**src/rtl/pcmb_encoder.sv**
```systemverilog
// ADPCM-B encoder: quantises signed PCM samples to YM2610-style ADPCM-B nibbles and writes packed bytes to V-ROM addresses.
// Define PCMB_ENC_RECON_EN to add the RECON_OUT / RECON_VALID reconstruction outputs.
module pcmb_encoder #(
   parameter int unsigned STEP_INIT = 127,
   parameter int unsigned STEP_MIN  = 127,
   parameter int unsigned STEP_MAX  = 24576
) (
   input  logic        CLK,
   input  logic        nRESET,
   input  logic        START,
   input  logic [15:0] ADDR_START,
   input  logic [15:0] ADDR_STOP,
   input  logic        IN_VALID,
   input  logic [15:0] IN_SAMPLE,
   output logic        IN_READY,
   output logic [21:0] WR_ADDR,
   output logic [7:0]  WR_DATA,
   output logic        WR_EN,
   output logic        END_FLAG,
   output logic        BUSY
`ifdef PCMB_ENC_RECON_EN
   ,
   output logic signed [15:0] RECON_OUT,
   output logic               RECON_VALID
`endif
);

   localparam int unsigned ACC_W  = 16;
   localparam int unsigned STEP_W = 16;
   localparam int unsigned D_W    = 17;
   localparam int unsigned PROD_W = 24;
   localparam int unsigned CNT_W  = 20;
   localparam int unsigned PAGE_W = 12;
   localparam int unsigned PH_W   = 3;

   localparam logic [STEP_W-1:0] STEP_INIT_V = STEP_W'(STEP_INIT);
   localparam logic [PROD_W-1:0] STEP_MIN_V  = PROD_W'(STEP_MIN);
   localparam logic [PROD_W-1:0] STEP_MAX_V  = PROD_W'(STEP_MAX);

   typedef enum logic [2:0] {
      S_IDLE, S_DIFF, S_QUANT, S_DNMUL, S_ACCUPD, S_STEPMUL, S_PACK
   } state_t;

   state_t            state_q, next_state;
   logic [PH_W-1:0]   phase_q, next_phase;

   logic                     run_q, run_n;
   logic signed [ACC_W-1:0]  acc_q, acc_n;
   logic [STEP_W-1:0]        step_q, step_n;
   logic                     nib_sel_q, nib_sel_n;
   logic [15:0]              sample_q, sample_n;
   logic                     sgn_q, sgn_n;
   logic [D_W-1:0]           resid_q, resid_n;
   logic [2:0]               mag_q, mag_n;
   logic [PROD_W-1:0]        prod_q, prod_n;
   logic [D_W-1:0]           dn_q, dn_n;
   logic [CNT_W-1:0]         cnt_q, cnt_n;
   logic [1:0]               bank_q, bank_n;
   logic [PAGE_W-1:0]        stop_q, stop_n;

   logic        in_ready_n, wr_en_n, end_n, busy_n;
   logic [21:0] wr_addr_n;
   logic [7:0]  wr_data_n;

   logic                     accept_c;
   logic [D_W-1:0]           diff;
   logic [D_W-1:0]           thr;
   logic [3:0]               mul4;
   logic [7:0]               mult;
   logic [PROD_W-1:0]        addend, sum, scaled;
   logic signed [ACC_W+1:0]  acc_ext, dn_ext, upd;
   logic [3:0]               nib;

`ifdef PCMB_ENC_RECON_EN
   logic signed [15:0] recon_out_n;
   logic               recon_valid_n;
`endif

   logic unused_addr_bits;
   assign unused_addr_bits = ^{ADDR_START[15:14], ADDR_STOP[15:12]};

   assign accept_c = IN_VALID && IN_READY && (state_q == S_IDLE);

   // Step-size multiplier per quantised magnitude, in 1/64 units
   function automatic logic [7:0] mult_lut(input logic [2:0] m);
      case (m)
         3'd4:    mult_lut = 8'd77;
         3'd5:    mult_lut = 8'd102;
         3'd6:    mult_lut = 8'd128;
         3'd7:    mult_lut = 8'd153;
         default: mult_lut = 8'd57;
      endcase
   endfunction

   always_ff @(posedge CLK) begin
      if (!nRESET) begin
         state_q <= S_IDLE;
         phase_q <= '0;
      end else begin
         state_q <= next_state;
         phase_q <= next_phase;
      end
   end

   // START abandons any in-flight sample
   always_comb begin
      next_state = state_q;
      next_phase = phase_q;
      if (START) begin
         next_state = S_IDLE;
         next_phase = '0;
      end else begin
         case (state_q)
            S_IDLE:   if (accept_c) next_state = S_DIFF;
            S_DIFF: begin
               next_state = S_QUANT;
               next_phase = '0;
            end
            S_QUANT:
               if (phase_q == 3'd2) begin
                  next_state = S_DNMUL;
                  next_phase = '0;
               end else next_phase = phase_q + 3'd1;
            S_DNMUL:
               if (phase_q == 3'd3) begin
                  next_state = S_ACCUPD;
                  next_phase = '0;
               end else next_phase = phase_q + 3'd1;
            S_ACCUPD: begin
               next_state = S_STEPMUL;
               next_phase = '0;
            end
            S_STEPMUL:
               if (phase_q == 3'd7) begin
                  next_state = S_PACK;
                  next_phase = '0;
               end else next_phase = phase_q + 3'd1;
            S_PACK:   next_state = S_IDLE;
            default:  next_state = S_IDLE;
         endcase
      end
   end

   // Datapath and output next values; outputs land one edge ahead so they line up with the state entered
   always_comb begin
      run_n     = run_q;
      acc_n     = acc_q;
      step_n    = step_q;
      nib_sel_n = nib_sel_q;
      sample_n  = sample_q;
      sgn_n     = sgn_q;
      resid_n   = resid_q;
      mag_n     = mag_q;
      prod_n    = prod_q;
      dn_n      = dn_q;
      cnt_n     = cnt_q;
      bank_n    = bank_q;
      stop_n    = stop_q;
      end_n     = END_FLAG;
      wr_addr_n = WR_ADDR;
      wr_data_n = WR_DATA;
      wr_en_n   = 1'b0;
      diff      = '0;
      thr       = '0;
      mul4      = {mag_q, 1'b1};
      mult      = mult_lut(mag_q);
      addend    = '0;
      sum       = '0;
      scaled    = '0;
      acc_ext   = {{2{acc_q[ACC_W-1]}}, acc_q};
      dn_ext    = {1'b0, dn_q};
      upd       = '0;
      nib       = {sgn_q, mag_q};
`ifdef PCMB_ENC_RECON_EN
      recon_out_n   = RECON_OUT;
      recon_valid_n = 1'b0;
`endif
      if (START) begin
         cnt_n     = {ADDR_START[11:0], 8'h00};
         bank_n    = ADDR_START[13:12];
         stop_n    = ADDR_STOP[11:0];
         acc_n     = '0;
         step_n    = STEP_INIT_V;
         nib_sel_n = 1'b0;
         end_n     = 1'b0;
         run_n     = 1'b1;
      end else begin
         case (state_q)
            S_IDLE: if (accept_c) sample_n = IN_SAMPLE;
            S_DIFF: begin
               diff    = {sample_q[15], sample_q} - {acc_q[ACC_W-1], acc_q};
               sgn_n   = diff[D_W-1];
               resid_n = diff[D_W-1] ? (~diff + 17'd1) : diff;
               mag_n   = '0;
               prod_n  = '0;
            end
            S_QUANT: begin
               thr = D_W'(step_q >> phase_q);
               if (resid_q >= thr) begin
                  resid_n = resid_q - thr;
                  mag_n   = {mag_q[1:0], 1'b1};
               end else mag_n = {mag_q[1:0], 1'b0};
            end
            S_DNMUL: begin
               addend = mul4[phase_q[1:0]] ? (PROD_W'(step_q) << phase_q) : '0;
               sum    = prod_q + addend;
               prod_n = sum;
               if (phase_q == 3'd3) begin
                  dn_n   = D_W'(sum >> 3);
                  prod_n = '0;
               end
            end
            S_ACCUPD: begin
               upd = sgn_q ? (acc_ext - dn_ext) : (acc_ext + dn_ext);
               if (upd > 18'sd32767)       acc_n = 16'sh7FFF;
               else if (upd < -18'sd32768) acc_n = -16'sh8000;
               else                        acc_n = upd[ACC_W-1:0];
`ifdef PCMB_ENC_RECON_EN
               recon_out_n   = acc_n;
               recon_valid_n = 1'b1;
`endif
            end
            S_STEPMUL: begin
               addend = mult[phase_q] ? (PROD_W'(step_q) << phase_q) : '0;
               sum    = prod_q + addend;
               prod_n = sum;
               if (phase_q == 3'd7) begin
                  prod_n = '0;
                  scaled = sum >> 6;
                  if (scaled < STEP_MIN_V)      step_n = STEP_W'(STEP_MIN_V);
                  else if (scaled > STEP_MAX_V) step_n = STEP_W'(STEP_MAX_V);
                  else                          step_n = STEP_W'(scaled);
                  // Pack decision made here so the write strobe is visible during PACK
                  if (!nib_sel_q) begin
                     wr_data_n[7:4] = nib;
                  end else if (cnt_q[19:8] == stop_q) begin
                     end_n = 1'b1;
                     run_n = 1'b0;
                  end else begin
                     wr_data_n[3:0] = nib;
                     wr_en_n        = 1'b1;
                     wr_addr_n      = {bank_q, cnt_q};
                     cnt_n          = cnt_q + 20'd1;
                  end
                  nib_sel_n = ~nib_sel_q;
               end
            end
            default: ;
         endcase
      end
      in_ready_n = (next_state == S_IDLE) && run_n && !end_n;
      busy_n     = (next_state != S_IDLE);
   end

   always_ff @(posedge CLK) begin
      if (!nRESET) begin
         run_q     <= 1'b0;
         acc_q     <= '0;
         step_q    <= STEP_INIT_V;
         nib_sel_q <= 1'b0;
         sample_q  <= '0;
         sgn_q     <= 1'b0;
         resid_q   <= '0;
         mag_q     <= '0;
         prod_q    <= '0;
         dn_q      <= '0;
         cnt_q     <= '0;
         bank_q    <= '0;
         stop_q    <= '0;
         IN_READY  <= 1'b0;
         WR_EN     <= 1'b0;
         WR_DATA   <= '0;
         WR_ADDR   <= '0;
         END_FLAG  <= 1'b0;
         BUSY      <= 1'b0;
      end else begin
         run_q     <= run_n;
         acc_q     <= acc_n;
         step_q    <= step_n;
         nib_sel_q <= nib_sel_n;
         sample_q  <= sample_n;
         sgn_q     <= sgn_n;
         resid_q   <= resid_n;
         mag_q     <= mag_n;
         prod_q    <= prod_n;
         dn_q      <= dn_n;
         cnt_q     <= cnt_n;
         bank_q    <= bank_n;
         stop_q    <= stop_n;
         IN_READY  <= in_ready_n;
         WR_EN     <= wr_en_n;
         WR_DATA   <= wr_data_n;
         WR_ADDR   <= wr_addr_n;
         END_FLAG  <= end_n;
         BUSY      <= busy_n;
      end
   end

`ifdef PCMB_ENC_RECON_EN
   always_ff @(posedge CLK) begin
      if (!nRESET) begin
         RECON_OUT   <= '0;
         RECON_VALID <= 1'b0;
      end else begin
         RECON_OUT   <= recon_out_n;
         RECON_VALID <= recon_valid_n;
      end
   end
`endif

endmodule

```
**config.mk**
```make
export PLATFORM = sky130hd
export DESIGN_NAME = pcmb_encoder
export DESIGN_NICKNAME = d
export VERILOG_FILES = /design/src/rtl/pcmb_encoder.sv
export SDC_FILE = /design/constraint.sdc
export NUM_CORES = 1
export LEC_CHECK = 0
export CAP_MARGIN = 20
export CORE_AREA = 10 10 216 218
export CTS_CLUSTER_SIZE = 30
export DETAILED_ROUTE_END_ITERATION = 10
export DIE_AREA = 0 0 226 228
export PLACE_DENSITY = 0.5
export RECOVER_POWER = 100
export SLEW_MARGIN = 20
export SYNTH_ARGS = -nofsm -noshare
export SYNTH_HDL_FRONTEND = slang
export SYNTH_SLANG_ARGS = --single-unit
```
**constraint.sdc**
```tcl
create_clock -name CLK -period 11.73 [get_ports CLK]
set_input_delay 1.173 -clock CLK [delete_from_list [all_inputs] [get_ports CLK]]
set_output_delay 1.173 -clock CLK [all_outputs]
set_load 0.02 [all_outputs]
```
Word level (Yosys, flattened, before mapping)
Index checks and enable logic that the tools add are counted.

storage, ports and cells
  register bits = 186
  latch bits = 0
  memory bits (writable) = 0
  memory bits (read-only) = 0
  input port bits = 52
  output and inout bits = 34
  word-level logic and storage cells = 137
  memories kept = 0

operators by class
  add/subtract/negate cells = 9
  multiply operators = 0
  div/mod/pow operators = 0
  $lt $le $gt $ge = 7
  equal/unequal tests = 15
  shifts and indexed selects = 2
  mux-type cells = 46
  bitwise logic cells = 7
  reduce and logical (&&, ||, !) cells = 28

operator list
  kind                                                                               count
  20-bit two-way mux                                                                 5
  24-bit two-way mux                                                                 4
  24-bit case mux with 3 select lines                                                1
  16-bit two-way mux                                                                 4
  24-bit adder                                                                       2
  17-bit two-way mux                                                                 2
  17-bit case mux with 2 select lines                                                1
  8-bit case mux with 4 select lines                                                 1
  3-bit two-way mux                                                                  8
  16-bit by 3-bit left shift with 24-bit output                                      1
  3-bit == test, second input constant                                               7
  20-bit by 1-bit adder with 20-bit output, second input constant                    1
  16-bit by 18-bit adder with 18-bit output                                          1
  18-bit by 15-bit greater-than comparator with 1-bit output, second input constant  1
  18-bit by 16-bit greater-than comparator with 1-bit output, second input constant  1
  18-bit by 16-bit less-than comparator with 1-bit output, second input constant     1
  18-bit by 7-bit less-than comparator with 1-bit output, second input constant      1
  18-bit two-way mux                                                                 1
  3-bit case mux with 6 select lines                                                 1
  16-bit by 18-bit subtractor with 18-bit output                                     1
  17-bit by 1-bit adder with 17-bit output, second input constant                    1
  17-bit >= comparator                                                               1
  17-bit NOT                                                                         1
  16-bit by 3-bit right shift with 17-bit output                                     1
  other kinds (27)                                                                   65

Logic depth before layout (Yosys ltp)
  depth in word-level cells = 9
  depth in mapped cells = 20
  gate-level depth less buffers = 18

Worst setup path before layout
OpenSTA, ideal clock, no wires.

  path type = reg2reg
  start point = register phase_q[0]
  end point = register step_q[7]
  library setup time = 117 ps
  arrival = 4588 ps
  required time = 11613 ps
  setup slack = 7025 ps
  cell stages (with the launch flop) = 19
  period minus slack after synthesis = 4705 ps
  cell sequence = dfxtp_1 clkbuf_1 nor2_1 nor2_1 o22ai_1 a222oi_1 clkbuf_1 clkbuf_1 nor2_1 ha_1 clkbuf_1 nand4_1 or3_1 o21ai_1 xnor2_1 o2111ai_1 nor3_1 a31oi_4 a32o_1

on the way
  cells in the longest elaborated chain, start to end = 7
  elaborated cells on any way between the ends = 11

ends and longest elaborated chain
  element                                                     line  RTL
  start: declaration                                          45    logic [PH_W-1:0] phase_q, next_phase;
  start signal: assignment                                    101   phase_q <= next_phase;
  1-bit binary-select mux with 3-bit select                   224   addend = mult[phase_q] ? (PROD_W'(step_q) << phase_q) : '0;
  1-bit two-way mux (implied by the code)                     224
  24-bit two-way mux                                          224
  24-bit adder                                                225   sum = prod_q + addend;
  18-bit by 15-bit greater-than comparator with 1-bit output  231   else if (scaled > STEP_MAX_V) step_n = STEP_W'(STEP_MAX_V);
  16-bit two-way mux                                          231
  16-bit two-way mux                                          230   if (scaled < STEP_MIN_V) step_n = STEP_W'(STEP_MIN_V);
  end signal: assignment                                      279   step_q <= step_n;
  end: declaration                                            49    logic [STEP_W-1:0] step_q, step_n;

Parallel ways exist; a longest one is shown, timed or not. The select of a mux whose other input is x is not followed.
A chain may end at the register's enable or synchronous reset.

==> run metrics <==
total die area 51500 µm²; fin area 16400 µm²; die height 228 µm; RePlAce Congestion 0.890; kind of critical path in -> reg; ys async rst share 0%; synthesized netlist cell count 1944; vias per inst 5.59; Fmax achieved 130 MHz; Leak Pwr 0.00640 µW; Die X-Extent 226 µm; via count 14.1k; post-synth cell types 87; RSZ-0062 raised after global routing false; total of max-cap violations 8; Cell Area, Placed 15900 µm²; initial antenna violation count 0; min Tclk post-route 7.71 ns; area of the mapped netlist 14700 µm²; cts bufs inserted 17; clk buf depth 2; CTS tree yes; Resize count post-CTS 0; measured slew at the worst slew-check pin 3.99 ns; drt wl/cell 18.9 µm; nets 2119; CORE AREA 42500 µm²; Layout Skew 0.0212 ns; Post-synth EDFFs 0; hold_buf cts 0; num rows 76; worst vdd ir 0.0737 mV; first-pass GRT wire length 75100 µm; Critical Path RT 11.99 ns; DRC 0; first drt pass iteration count 6; Reg area 3720 µm²; fin cells 2517; final wirelength 47500 µm; Port-buffer cells 79; setup bufs post-CTS 0; final setup vio count 0; multi-input logic area 10200 µm²; area grow syn2layout 12.0%; outcome complete, but fails checks; I/O pin total 86; largest net degree at the start of global routing 76; crit path max fanout 75; clock slew at reported path FFs 0.08 ns; Clock Sinks 186; share of cells above drive strength 1 4.62%; Clk Tree Root Cell clkbuf_16; synth warn 0; Startpoint Class input pin; dpl cells 2484; failing checks capacitance limit, slew limit; Setup TNS 0 ns; Slew Limit Fails 283; syn_nets 2105; Avg Synthesized Cell Area 7.54 µm²; power per cell area 89.2 nW/µm²; Seq/Total Area, Yosys 25.4%; Slew headroom -166%; Synth Register Bits 186; Clock Latency Late Sink 0.48 ns; vias in the first global route 13.2k; Filler Cells Inserted 4519; H-tree depth 4; crit path DAT 7.97 ns; Initial Utilization 34.5%; # diodes 0; gr ovfl total 0; class of the tightest hold or removal check reg -> reg; post-detail-place hpwl 36100 µm; GRT Util Overall 18.2%; Initial DRC Count 1146; Main synth FF type dfxtp_1; final hold violations 0; CP endpoint kind flip-flop; final period utilization 65.7%; post-route ant nets 0
[synthesized netlist by cell type, types with 10 or more instances]
cell type,count,area share [%]
xnor2_1,80,4.8
mux2i_1,46,3.1
a21oi_1,208,7.1
nand4_1,16,0.68
a31oi_1,23,0.98
mux4_2,10,1.5
o21a_1,23,1.2
o22ai_1,13,0.55
nand2_1,241,6.2
nor3_1,46,1.6
and3_1,21,0.90
clkbuf_1,84,2.2
o31ai_1,12,0.61
or3_1,11,0.47
a211oi_1,20,1.0
nand3_1,47,1.6
dfxtp_1,186,25
nor2_1,224,5.7
nor4_1,15,0.64
a21o_1,35,1.8
ha_1,104,8.9
o21ai_0,90,3.1
a22oi_1,21,1.1
xor2_1,48,2.9
or2_2,10,0.43
nor2b_1,12,0.51
inv_1,68,1.7
a221oi_1,16,0.96
nand2b_1,24,1.0
o211ai_1,26,1.3
[cell usage in the layout (no fill, tap or decap), drive strengths merged, types with 43 or more instances in the layout]
| cell | n |
|---|---|
| nand2 | 241 |
| nor2 | 224 |
| a21oi | 208 |
| dfxtp | 186 |
| ha | 104 |
| o21ai | 95 |
| xnor2 | 80 |
| inv | 74 |
| xor2 | 48 |
| nor3 | 47 |
| nand3 | 47 |
| mux2i | 46 |
| clkdlybuf4s50 | 43 |
[metal layers]
metal | share of wire [%] | GRT usage, % | vias to the layer above | wire [µm]
met5 | 0 | 0 | - | 0
met4 | 1.8 | 5.00 | 0 | 876
met3 | 4.1 | 2.69 | 52 | 1970
met2 | 47 | 29.5 | 308 | 22200
met1 | 47 | 24.6 | 6658 | 22500
li1 | - | - | 7040 | -
[logic make-up (layout without fill, tap and decap cells)]
group	count (synthesis)	count (layout)	synth area share (%)
fa+ha+maj	109	109	9.56
compound gates	584	584	25.9
buf+inv	171	198	4.46
xor+xnor	128	128	7.65
simple gates	702	702	21.7
flops	186	186	25.4
mux	64	64	5.29
[area by class of cell]
class | instances | share of cell area, %
Inverter | 71 | 1.63
Clock inverter | 15 | 1.23
Tap cell | 546 | 4.16
Timing Repair Buffer | 95 | 5.43
Sequential cell | 186 | 22.7
Multi-Input combinational cell | 1587 | 62.3
Clock buffer | 17 | 2.59
[worst max-delay path, stage by stage]
cell,delay [ns]
dlygate4sd3_1,0.53
clkbuf_1,0.65
clkinvlp_2,0.32
clkbuf_1,2.83
clkbuf_1,1.86
nor4_1,0.20
a31oi_1,0.25
o41ai_1,0.10
[metrics by stage]
stage	total power (µW)	util (%)	setup WS [ns]	hold slack, ns
detailed placement	844	37.3	5.88	0.450
CTS	1480	38.8	5.83	0.461
global placement	843	37.3	5.87	0.442
finish	1460	38.6	4.02	0.455
global route	1530	38.6	3.32	0.475
floorplan	785	-	7.02	0.431
[worst paths after layout]
path	startpoint	slack, ns	cells after the start	endpoint
hold reg to reg	WR_ADDR[6]	0.46	2	WR_ADDR[6]
setup / recovery	nRESET	4.02	8	resid_q[11]
hold / removal	WR_ADDR[6]	0.46	2	WR_ADDR[6]
setup reg to reg	phase_q[1]	4.03	17	step_q[7]
[registers in the layout, summed over array words and instances (netlist names), 8 cells and up]
register / flops
WR_ADDR: 22
WR_DATA: 8
acc_q: 16
cnt_q: 20
dn_q: 17
prod_q: 24
resid_q: 17
sample_q: 16
step_q: 16
stop_q: 12
[where the power goes]
| part | switching (µW) | total, µW | internal [µW] | leakage [µW] |
|---|---|---|---|---|
| Sequential | 9.49 | 650 | 640 | 0.00151 |
| Clock | 309 | 635 | 326 | 0.000300 |
| Combinational | 107 | 179 | 72.2 | 0.00460 |
Power figures use the tool's default switching activity.
